`config.mk`:
```
export PLATFORM = sky130hd
export DESIGN_NAME = meas_top_rtl_flat
export DESIGN_NICKNAME = d
export VERILOG_FILES = /design/src/rtl/meas_top_rtl_if.sv /design/src/rtl/meas_top_rtl.sv /design/src/flat_wrapper.sv
export SDC_FILE = /design/constraint.sdc
export NUM_CORES = 1
export LEC_CHECK = 0
export ABC_AREA = 1
export CORE_UTILIZATION = 60
export DETAILED_ROUTE_END_ITERATION = 16
export PLACE_DENSITY = 0.82
export SYNTH_ARGS = -nofsm -noshare
export SYNTH_HDL_FRONTEND = slang
export SYNTH_SLANG_ARGS = --single-unit
```
`constraint.sdc`:
```
create_clock -name clk -period 5.27 [get_ports clk]
set_clock_uncertainty 0.1 [all_clocks]
set_input_delay 0.7905 -clock clk [delete_from_list [all_inputs] [get_ports clk]]
set_output_delay 0.7905 -clock clk [all_outputs]
set_load 0.02 [all_outputs]
```
`src/rtl/meas_top_rtl_if.sv`:
```
// SPI pin bundle for the ADC and DAC buses.
// Master drives CS/SCK/MOSI, slave drives MISO.
`timescale 1ns/1ps
interface meas_top_rtl_if;
  logic       adc_cs_no;
  logic       adc_sck_o;
  logic [1:0] adc_miso_i;
  logic       dac_cs_no;
  logic       dac_sck_o;
  logic [1:0] dac_mosi_o;

  modport master (
    output adc_cs_no,
    output adc_sck_o,
    input  adc_miso_i,
    output dac_cs_no,
    output dac_sck_o,
    output dac_mosi_o
  );

  modport slave (
    input  adc_cs_no,
    input  adc_sck_o,
    output adc_miso_i,
    input  dac_cs_no,
    input  dac_sck_o,
    input  dac_mosi_o
  );
endinterface

```
`src/rtl/meas_top_rtl.sv`:
```
// Dual-channel ADC -> IIR averager -> DAC datapath.
// Two mode-0 SPI masters share one frame engine.
`timescale 1ns/1ps
module meas_spi_eng #(
  parameter int CLK_DIV = 4
) (
  input  logic        clk,
  input  logic        rst_n,
  input  logic        start,
  input  logic [15:0] tx0,
  input  logic [15:0] tx1,
  input  logic [1:0]  miso,
  output logic        ready,
  output logic        cs_n,
  output logic        sck,
  output logic [1:0]  mosi,
  output logic [11:0] rx0,
  output logic [11:0] rx1,
  output logic        done
);
  localparam int DW = $clog2(CLK_DIV);
  localparam logic [DW-1:0] RISE = DW'(CLK_DIV / 2 - 1);
  localparam logic [DW-1:0] FALL = DW'(CLK_DIV - 1);

  typedef enum logic [2:0] {
    S_IDLE, S_LEAD, S_XFER, S_TRAIL, S_DONE
  } st_t;

  st_t           st;
  logic [DW-1:0] div_cnt;
  logic [3:0]    bit_cnt;
  logic [15:0]   tx_sh0, tx_sh1;
  logic [11:0]   rx_sh0, rx_sh1;

  assign ready = (st == S_IDLE);
  assign mosi  = {tx_sh1[15], tx_sh0[15]};

  // Frame sequencer: CS lead, 16 SCK periods, CS trail, result strobe.
  always_ff @(posedge clk or negedge rst_n) begin
    if (!rst_n) begin
      st      <= S_IDLE;
      cs_n    <= 1'b1;
      sck     <= 1'b0;
      div_cnt <= '0;
      bit_cnt <= '0;
      tx_sh0  <= '0;
      tx_sh1  <= '0;
      rx_sh0  <= '0;
      rx_sh1  <= '0;
      rx0     <= '0;
      rx1     <= '0;
      done    <= 1'b0;
    end else begin
      done <= 1'b0;
      unique case (st)
        S_IDLE: begin
          if (start) begin
            cs_n   <= 1'b0;
            tx_sh0 <= tx0;
            tx_sh1 <= tx1;
            st     <= S_LEAD;
          end
        end
        S_LEAD: begin
          div_cnt <= '0;
          bit_cnt <= '0;
          st      <= S_XFER;
        end
        S_XFER: begin
          if (div_cnt == RISE) begin
            sck    <= 1'b1;
            rx_sh0 <= {rx_sh0[10:0], miso[0]};
            rx_sh1 <= {rx_sh1[10:0], miso[1]};
          end
          if (div_cnt == FALL) begin
            sck     <= 1'b0;
            div_cnt <= '0;
            tx_sh0  <= {tx_sh0[14:0], 1'b0};
            tx_sh1  <= {tx_sh1[14:0], 1'b0};
            bit_cnt <= bit_cnt + 4'd1;
            if (bit_cnt == 4'd15) st <= S_TRAIL;
          end else begin
            div_cnt <= div_cnt + 1'b1;
          end
        end
        S_TRAIL: begin
          cs_n <= 1'b1;
          st   <= S_DONE;
        end
        S_DONE: begin
          rx0  <= rx_sh0;
          rx1  <= rx_sh1;
          done <= 1'b1;
          st   <= S_IDLE;
        end
        default: st <= S_IDLE;
      endcase
    end
  end
endmodule

module meas_top_rtl #(
  parameter int CLK_DIV    = 4,
  parameter int SAMPLE_DIV = 136
) (
  input  logic                clk,
  input  logic                reset_ni,
  input  logic [15:0]         sw,
  meas_top_rtl_if.master      spi,
  output logic                adc_data_update_o,
  output logic [11:0]         adc_data0_o,
  output logic [11:0]         adc_data1_o,
  output logic                avg_update_o,
  output logic [11:0]         avg0_o,
  output logic [11:0]         avg1_o
);
  if (CLK_DIV < 2 || (CLK_DIV % 2) != 0) begin : g_bad_clk_div
    $error("CLK_DIV must be even and >= 2");
  end
  if (SAMPLE_DIV < 2 * (16 * CLK_DIV + 4)) begin : g_bad_sample_div
    $error("SAMPLE_DIV too small for two SPI frames");
  end

  localparam int TW = $clog2(SAMPLE_DIV);
  localparam logic [TW-1:0] TLAST = TW'(SAMPLE_DIV - 1);

  logic [TW-1:0] tmr;
  logic          adc_start;
  logic          adc_ready_unused;
  logic [1:0]    adc_mosi_unused;

  logic          pend_v;
  logic [11:0]   pend0, pend1;
  logic          dac_ready;
  logic          dac_take;
  logic [11:0]   dac_rx0_unused, dac_rx1_unused;
  logic          dac_done_unused;
  logic          sw_unused;

  assign sw_unused = ^sw[15:2];
  assign adc_start = sw[0] && (tmr == '0);
  assign dac_take  = pend_v && dac_ready;

  // Sample timer: free-runs while enabled, parks at zero when disabled.
  always_ff @(posedge clk or negedge reset_ni) begin
    if (!reset_ni) tmr <= '0;
    else if (!sw[0]) tmr <= '0;
    else if (tmr == TLAST) tmr <= '0;
    else tmr <= tmr + 1'b1;
  end

  meas_spi_eng #(.CLK_DIV(CLK_DIV)) u_adc (
    .clk   (clk),
    .rst_n (reset_ni),
    .start (adc_start),
    .tx0   (16'h0000),
    .tx1   (16'h0000),
    .miso  (spi.adc_miso_i),
    .ready (adc_ready_unused),
    .cs_n  (spi.adc_cs_no),
    .sck   (spi.adc_sck_o),
    .mosi  (adc_mosi_unused),
    .rx0   (adc_data0_o),
    .rx1   (adc_data1_o),
    .done  (adc_data_update_o)
  );

  function automatic logic [11:0] iir(
    input logic [11:0] d,
    input logic [11:0] a
  );
    return (d >> 3) + (a >> 3) + (a >> 2) + (a >> 1);
  endfunction

  // First-order averager, weight 1/8 on the new sample.
  always_ff @(posedge clk or negedge reset_ni) begin
    if (!reset_ni) begin
      avg0_o       <= '0;
      avg1_o       <= '0;
      avg_update_o <= 1'b0;
    end else begin
      avg_update_o <= adc_data_update_o;
      if (adc_data_update_o) begin
        avg0_o <= iir(adc_data0_o, avg0_o);
        avg1_o <= iir(adc_data1_o, avg1_o);
      end
    end
  end

  // One-deep DAC mailbox; a newer pair overwrites an unsent one.
  always_ff @(posedge clk or negedge reset_ni) begin
    if (!reset_ni) begin
      pend_v <= 1'b0;
      pend0  <= '0;
      pend1  <= '0;
    end else if (avg_update_o && sw[1]) begin
      pend_v <= 1'b1;
      pend0  <= avg0_o;
      pend1  <= avg1_o;
    end else if (dac_take) begin
      pend_v <= 1'b0;
    end
  end

  meas_spi_eng #(.CLK_DIV(CLK_DIV)) u_dac (
    .clk   (clk),
    .rst_n (reset_ni),
    .start (pend_v),
    .tx0   ({4'h0, pend0}),
    .tx1   ({4'h0, pend1}),
    .miso  (2'b00),
    .ready (dac_ready),
    .cs_n  (spi.dac_cs_no),
    .sck   (spi.dac_sck_o),
    .mosi  (spi.dac_mosi_o),
    .rx0   (dac_rx0_unused),
    .rx1   (dac_rx1_unused),
    .done  (dac_done_unused)
  );
endmodule

```
`src/flat_wrapper.sv`:
```
// flat-port wrapper written by rule: the top's interface ports become plain ports
module meas_top_rtl_flat 
#(
  parameter int CLK_DIV    = 4,
  parameter int SAMPLE_DIV = 136
)
  (clk, reset_ni, sw, adc_data_update_o, adc_data0_o, adc_data1_o, avg_update_o, avg0_o, avg1_o, spi_adc_cs_no, spi_adc_sck_o, spi_adc_miso_i, spi_dac_cs_no, spi_dac_sck_o, spi_dac_mosi_o);
  meas_top_rtl_if spi_i ();
  input  logic clk;
  input  logic reset_ni;
  input  logic [15:0] sw;
  output logic adc_data_update_o;
  output logic [11:0] adc_data0_o;
  output logic [11:0] adc_data1_o;
  output logic avg_update_o;
  output logic [11:0] avg0_o;
  output logic [11:0] avg1_o;
  output wire logic [$bits(spi_i.adc_cs_no)-1:0] spi_adc_cs_no;
  output wire logic [$bits(spi_i.adc_sck_o)-1:0] spi_adc_sck_o;
  input wire logic [$bits(spi_i.adc_miso_i)-1:0] spi_adc_miso_i;
  output wire logic [$bits(spi_i.dac_cs_no)-1:0] spi_dac_cs_no;
  output wire logic [$bits(spi_i.dac_sck_o)-1:0] spi_dac_sck_o;
  output wire logic [$bits(spi_i.dac_mosi_o)-1:0] spi_dac_mosi_o;
  assign spi_adc_cs_no = spi_i.adc_cs_no;
  assign spi_adc_sck_o = spi_i.adc_sck_o;
  assign spi_i.adc_miso_i = spi_adc_miso_i;
  assign spi_dac_cs_no = spi_i.dac_cs_no;
  assign spi_dac_sck_o = spi_i.dac_sck_o;
  assign spi_dac_mosi_o = spi_i.dac_mosi_o;
  meas_top_rtl #(.CLK_DIV(CLK_DIV), .SAMPLE_DIV(SAMPLE_DIV)) u_core (.clk(clk), .reset_ni(reset_ni), .sw(sw), .spi(spi_i), .adc_data_update_o(adc_data_update_o), .adc_data0_o(adc_data0_o), .adc_data1_o(adc_data1_o), .avg_update_o(avg_update_o), .avg0_o(avg0_o), .avg1_o(avg1_o));
endmodule
```
**After elaboration in Yosys (flattened, before gate mapping)**

Cells that the tools add are included.
Widths: inputs -> output; s select.

- Div/mod/pow operators: 0
- Bitwise gates (word level): 0
- Equal/unequal tests: 20
- Shift-type cells: 0
- Reductions and logical operators: 24
- Mux-type cells: 35
- Order comparisons: 0
- Multipliers: 0
- $add $sub $neg: 11

Operators by type and width:

| kind | number |
|---|---|
| $mux 16 | 4 |
| $pmux 16 s2 | 2 |
| $add 12x10->12 | 2 |
| $add 12x11->12 | 2 |
| $pmux 3 s4 | 2 |
| $add 9x9->10 | 2 |
| $mux 3 | 6 |
| $mux 8 | 2 |
| $pmux 4 s2 | 2 |
| $reduce_bool 2->1 | 8 |
| $reduce_and 2->1 | 7 |
| $eq 3x2->1 const B | 4 |
| $mux 1 | 9 |
| $reduce_and 3->1 | 3 |
| $add 4x1->4 const B | 2 |
| $add 8x1->8 const B | 1 |
| $eq 4x4->1 const B | 2 |
| $eq 8x8->1 const B | 1 |
| $logic_not 8->1 | 1 |
| $mux 4 | 2 |
| $ne 2x2->1 const B | 4 |
| $pmux 2 s2 | 2 |
| $eq 3x1->1 const B | 2 |
| $logic_not 3->1 | 2 |
| 8 further kinds | 16 |

- Latch bits: 0
- Register bits after elaboration: 161
- Output and inout bits: 56
- Memory bits (writable): 0
- Input bits: 20
- Memories kept: 0
- Bits in read-only memories: 0
- Word-level logic and storage cells: 114

**Longest topological paths before layout**

- Depth after elaboration: 4
- Mapped depth: 19
- Mapped depth without buffers: 19

**Modules after synthesis**

A second synthesis with hierarchy kept.

- Cell total of the unflattened synthesis: 1524
- Area total of the unflattened synthesis: 12438.2 µm²

By module, submodules not included:

| module | area each (µm²) | times used | seq. area each (µm²) | cells an instance |
|---|---|---|---|---|
| meas_spi_eng | 4067.7 | 2 | 2303.5 | 493 |
| meas_top_rtl | 4302.9 | 1 | 1451.4 | 538 |

**Worst setup path before layout**

OpenSTA, ideal clock, no wires.

- Kind: register to register
- From: reg u_core.avg0_o[3]
- To: reg u_core.avg0_o[9]
- Data required time: 5.038 ns
- Data arrival time: 3.157 ns
- Slack: 1.881 ns
- Cell stages (with the launch flop): 19
- Path buffers: 0
- Setup time: 0.132 ns
- Period minus slack after synthesis: 3.389 ns
- Cells stage by stage: dfrtp_1 -> ha_1 -> inv_1 -> fa_1 -> o21ai_0 -> nand2_1 -> nor2_1 -> nor2_1 -> nand2_1 -> nand2_1 -> fa_1 -> inv_1 -> ha_1 -> a21oi_1 -> nor2_1 -> nor2_1 -> nand3_1 -> nand3_1 -> o21ai_0

- Longest elaborated chain between the ends: 3

RTL lines:

| what | RTL line | source |
|---|---|---|
| from (decl) | meas_top_rtl.sv:114 | `output logic [11:0] avg0_o,` |
| from (signal assigned) | meas_top_rtl.sv:184 | `avg0_o <= iir(adc_data0_o, avg0_o);` |
| $add 9x9->10 | meas_top_rtl.sv:172 | `return (d >> 3) + (a >> 3) + (a >> 2) + (a >> 1);` |
| $add 12x10->12 | meas_top_rtl.sv:172 |  |
| $add 12x11->12 (*) | meas_top_rtl.sv:172 |  |

Every way passes the cells marked *; elsewhere a longest branch is shown, timed or not.
A chain may end at the register's enable or synchronous reset.

**Worst setup path after layout**

- From: reg u_core.u_adc.rx0[3]
- To: reg u_core.avg0_o[9]

- Longest elaborated chain between the ends: 3

RTL lines:

| what | RTL line | source |
|---|---|---|
| from (decl) | meas_top_rtl.sv:17 | `output logic [11:0] rx0,` |
| from (signal assigned) | meas_top_rtl.sv:91 | `rx0 <= rx_sh0;` |
| $add 9x9->10 | meas_top_rtl.sv:172 |  |
| $add 12x10->12 | meas_top_rtl.sv:172 |  |
| $add 12x11->12 | meas_top_rtl.sv:172 |  |

Every way passes these cells.

==> flow_metrics.env <==
export IMPL_grt_antenna_before_repair=0
export IMPL_synth_seq_cells=161
export IMPL_synthFlopType="dfrtp_1"
export IMPL_drv_slew=0
export IMPL_synthCells=1037
export IMPL_grt_pass1_vias=6537
export IMPL_ys_top_cells_by_area="dfrtp_1 (45%), nand2_1 (12%), ha_1 (6.6%), inv_1 (6.1%), fa_1 (5.5%)"
export IMPL_clock_sinks=161
export IMPL_critical_path_class="register to register"
export IMPL_synth_avg_cell_area_um2=8.44
export IMPL_drc=0
export IMPL_routed_wl_um=17700
export IMPL_max_slew_margin_pct=40.8
export IMPL_detailedPlace_worstSlack_ns=1.62
export IMPL_die_h_um=123
export IMPL_rsz0062_at_grt="no"
export IMPL_cts_max_level=4
export IMPL_fmax_mhz=270
export IMPL_cp_start_kind="register"
export IMPL_nets=1177
export IMPL_grt_max_degree=69
export IMPL_grt_overflow=0
export IMPL_postPlaceCellArea_um2=9420
export IMPL_final_layout_size_suffix_gt1_share_pct=5.64
export IMPL_finalHoldViolCount=0
export IMPL_post_dp_hpwl_um=12400
export IMPL_end_kind="register"
export IMPL_worst_pin_slew_ns=0.885
export IMPL_synth_top_cell_by_area="dfrtp_1"
export IMPL_io_pins=76
export IMPL_cts_resized_gates=0
export IMPL_worstPathMaxFanout=5
export IMPL_syn_nets=1127
export IMPL_ys_async_sr_fraction_pct=100
export IMPL_die_width_um=123
export IMPL_cap_violations=0
export IMPL_insertion_delay_ns=0.43
export IMPL_gp_routability_congestion=0.876
export IMPL_die_area_um2=15100
export IMPL_synth_cell_types=39
export IMPL_cts_tree="built"
export IMPL_irDropWorstVdd_uv=310
export IMPL_drt_iter0_markers=395
export IMPL_dp_cells=1248
export IMPL_area_growth_pct=14.1
export IMPL_fin_cells=1280
export IMPL_outcome="completed"
export IMPL_setup_violations=0
export IMPL_ant_nets=0
export IMPL_grt_pass1_wl_um=29900
export IMPL_synth_top_area_share_pct=45.5
export IMPL_start_util_pct=62.3
export IMPL_numCtsBuffers=17
export IMPL_fin_crit_ns=3.70
export IMPL_dr_pass1_iters=5
export IMPL_post_route_period_util_pct=70.3
export IMPL_final_cell_mix="nand2_1 (271), dfrtp_1 (159), inv_1 (142), o21ai_0 (88), nor2_1 (78)"
export IMPL_setup_tns_ns=0
export IMPL_track_usage_pct=25.7
export IMPL_clk_path_buf_depth=2
export IMPL_diodes=0
export IMPL_wl_per_cell_um=13.8
export IMPL_crit_arrival_ns=3.91
export IMPL_setup_ws_ns=1.57
export IMPL_cts_clk_slew_worst_paths_ns=0.07
export IMPL_portBuffers=61
export IMPL_cts_hold_buf=0
export IMPL_yosysWarnings=0
export IMPL_cts_setup_buffers=0
export IMPL_cp_required_ns=5.47
export IMPL_seq_area_frac_synth_pct=46.1
export IMPL_via_per_inst=5.31
export IMPL_p_leak_nw=5.04
export IMPL_core_area_um2=14000
export IMPL_power_density_nw_per_um2=249
export IMPL_rows=43
export IMPL_mostFrequentLayoutCell="nand2_1"
export IMPL_post_route_cell_area_um2=9980
export IMPL_vias=6797
export IMPL_holdCritPathClass="input pin to asynchronous set/reset pin"
export IMPL_cts_root_buf="clkbuf_16"
export IMPL_whs_ns=0.252
export IMPL_netlist_area_um2=8750
export IMPL_synth_edf_count=0
logic make-up after synthesis:
family | count (synthesis) | share of synthesized area, %
AND/OR/NAND/NOR | 437 | 20.7
buffers and inverters | 180 | 8.55
AO/OA/AOI/OAI | 176 | 11.3
flip-flops | 161 | 46.1
adder cells (fa/ha/maj) | 70 | 12.1
XOR/XNOR | 13 | 1.30
synthesized netlist by cell type (10+ instances only):
cell type and number:
nand2_1 271, o21ai_0 88, inv_1 142, nor3_1 11, clkbuf_1 10, fa_1 24, o21ai_1 12, a21oi_1 22
nor2_1 78, a31oi_1 27, ha_1 46, dfrtp_1 159, buf_2 15, nand3_1 59
worst max-delay path: stages (launching register included):
cell and delay [ns]:
dfrtp_1 0.39, ha_1 0.20, inv_1 0.08, fa_1 0.40
o21ai_0 0.37, nand2_1 0.12, nor2_1 0.16, nor2_1 0.05
nand2_1 0.05, nand2_1 0.08, fa_1 0.49, inv_1 0.04
ha_1 0.35, a21oi_1 0.25, nor2_1 0.07, nor2_1 0.12
nand3_1 0.08, nand3_1 0.08, o21ai_0 0.08
layout make-up:
class                   instances  area [um^2]
well taps                     180          225
fillers                      1047         4060
clock buffers                  18          439
clock inverters                14          129
multi-input cells             696         3970
flip-flops and latches        161         4030
inverters                     146          549
repair buffers                 65          642
metrics by stage:
step	total power, mW	utilization (%)
3_3_place_gp	1.33	67.1
2_1_floorplan	1.29	-
6_report	2.49	71.1
4_1_cts	2.51	71.1
5_1_grt	2.57	71.1
3_5_place_dp	1.33	67.1
power breakdown:
part	switching (mW)	leakage, nW	total (mW)	internal [mW]
Clock	0.521	0.262	1.19	0.667
Sequential	0.00633	2.14	1.25	1.25
Combinational	0.0368	2.64	0.0491	0.0122
layer usage:
| metal | up-vias | GRT usage [%] | wire length [um] |
|---|---|---|---|
| li1 | 3419 | - | - |
| met1 | 3265 | 33.9 | 8210 |
| met2 | 96 | 41.6 | 8500 |
| met3 | 17 | 6.23 | 749 |
| met4 | 0 | 8.54 | 227 |
| met5 | - | 0 | 0 |
path summary, 6_finish.rpt:
kind | from | slack, ns | to | cells past startpoint
max reg2reg | u_core.u_adc.rx0[3]$_DFFE_PN0P_ | 1.57 | u_core.avg0_o[9]$_DFFE_PN0P_ | 18
max in group asynchronous | reset_ni | 3.70 | u_core.tmr[4]$_DFF_PN0_ | 2
min | reset_ni | 0.25 | u_core.u_dac.st[2]$_DFFE_PN0P_ | 1
max | u_core.u_adc.rx0[3]$_DFFE_PN0P_ | 1.57 | u_core.avg0_o[9]$_DFFE_PN0P_ | 18
min in group clk | u_core.u_dac.cs_n$_DFFE_PN1P_ | 0.36 | u_core.u_dac.cs_n$_DFFE_PN1P_ | 2
min reg2reg | u_core.u_dac.cs_n$_DFFE_PN1P_ | 0.36 | u_core.u_dac.cs_n$_DFFE_PN1P_ | 2
sequential cells by signal (all words and copies together) (netlist names), 2 cells and up:
register and cells:
u_core.u_dac.tx_sh0 16, u_core.u_dac.tx_sh1 16, u_core.avg0_o 12, u_core.avg1_o 12, u_core.pend0 12, u_core.pend1 12
u_core.u_adc.rx0 12, u_core.u_adc.rx1 12, u_core.u_adc.rx_sh0 12, u_core.u_adc.rx_sh1 12, u_core.tmr 8, u_core.u_adc.bit_cnt 4
u_core.u_dac.bit_cnt 4, u_core.u_adc.st 3, u_core.u_dac.st 3, u_core.u_adc.div_cnt 2, u_core.u_dac.div_cnt 2
Note: power is estimated with default switching activity, not from simulation.
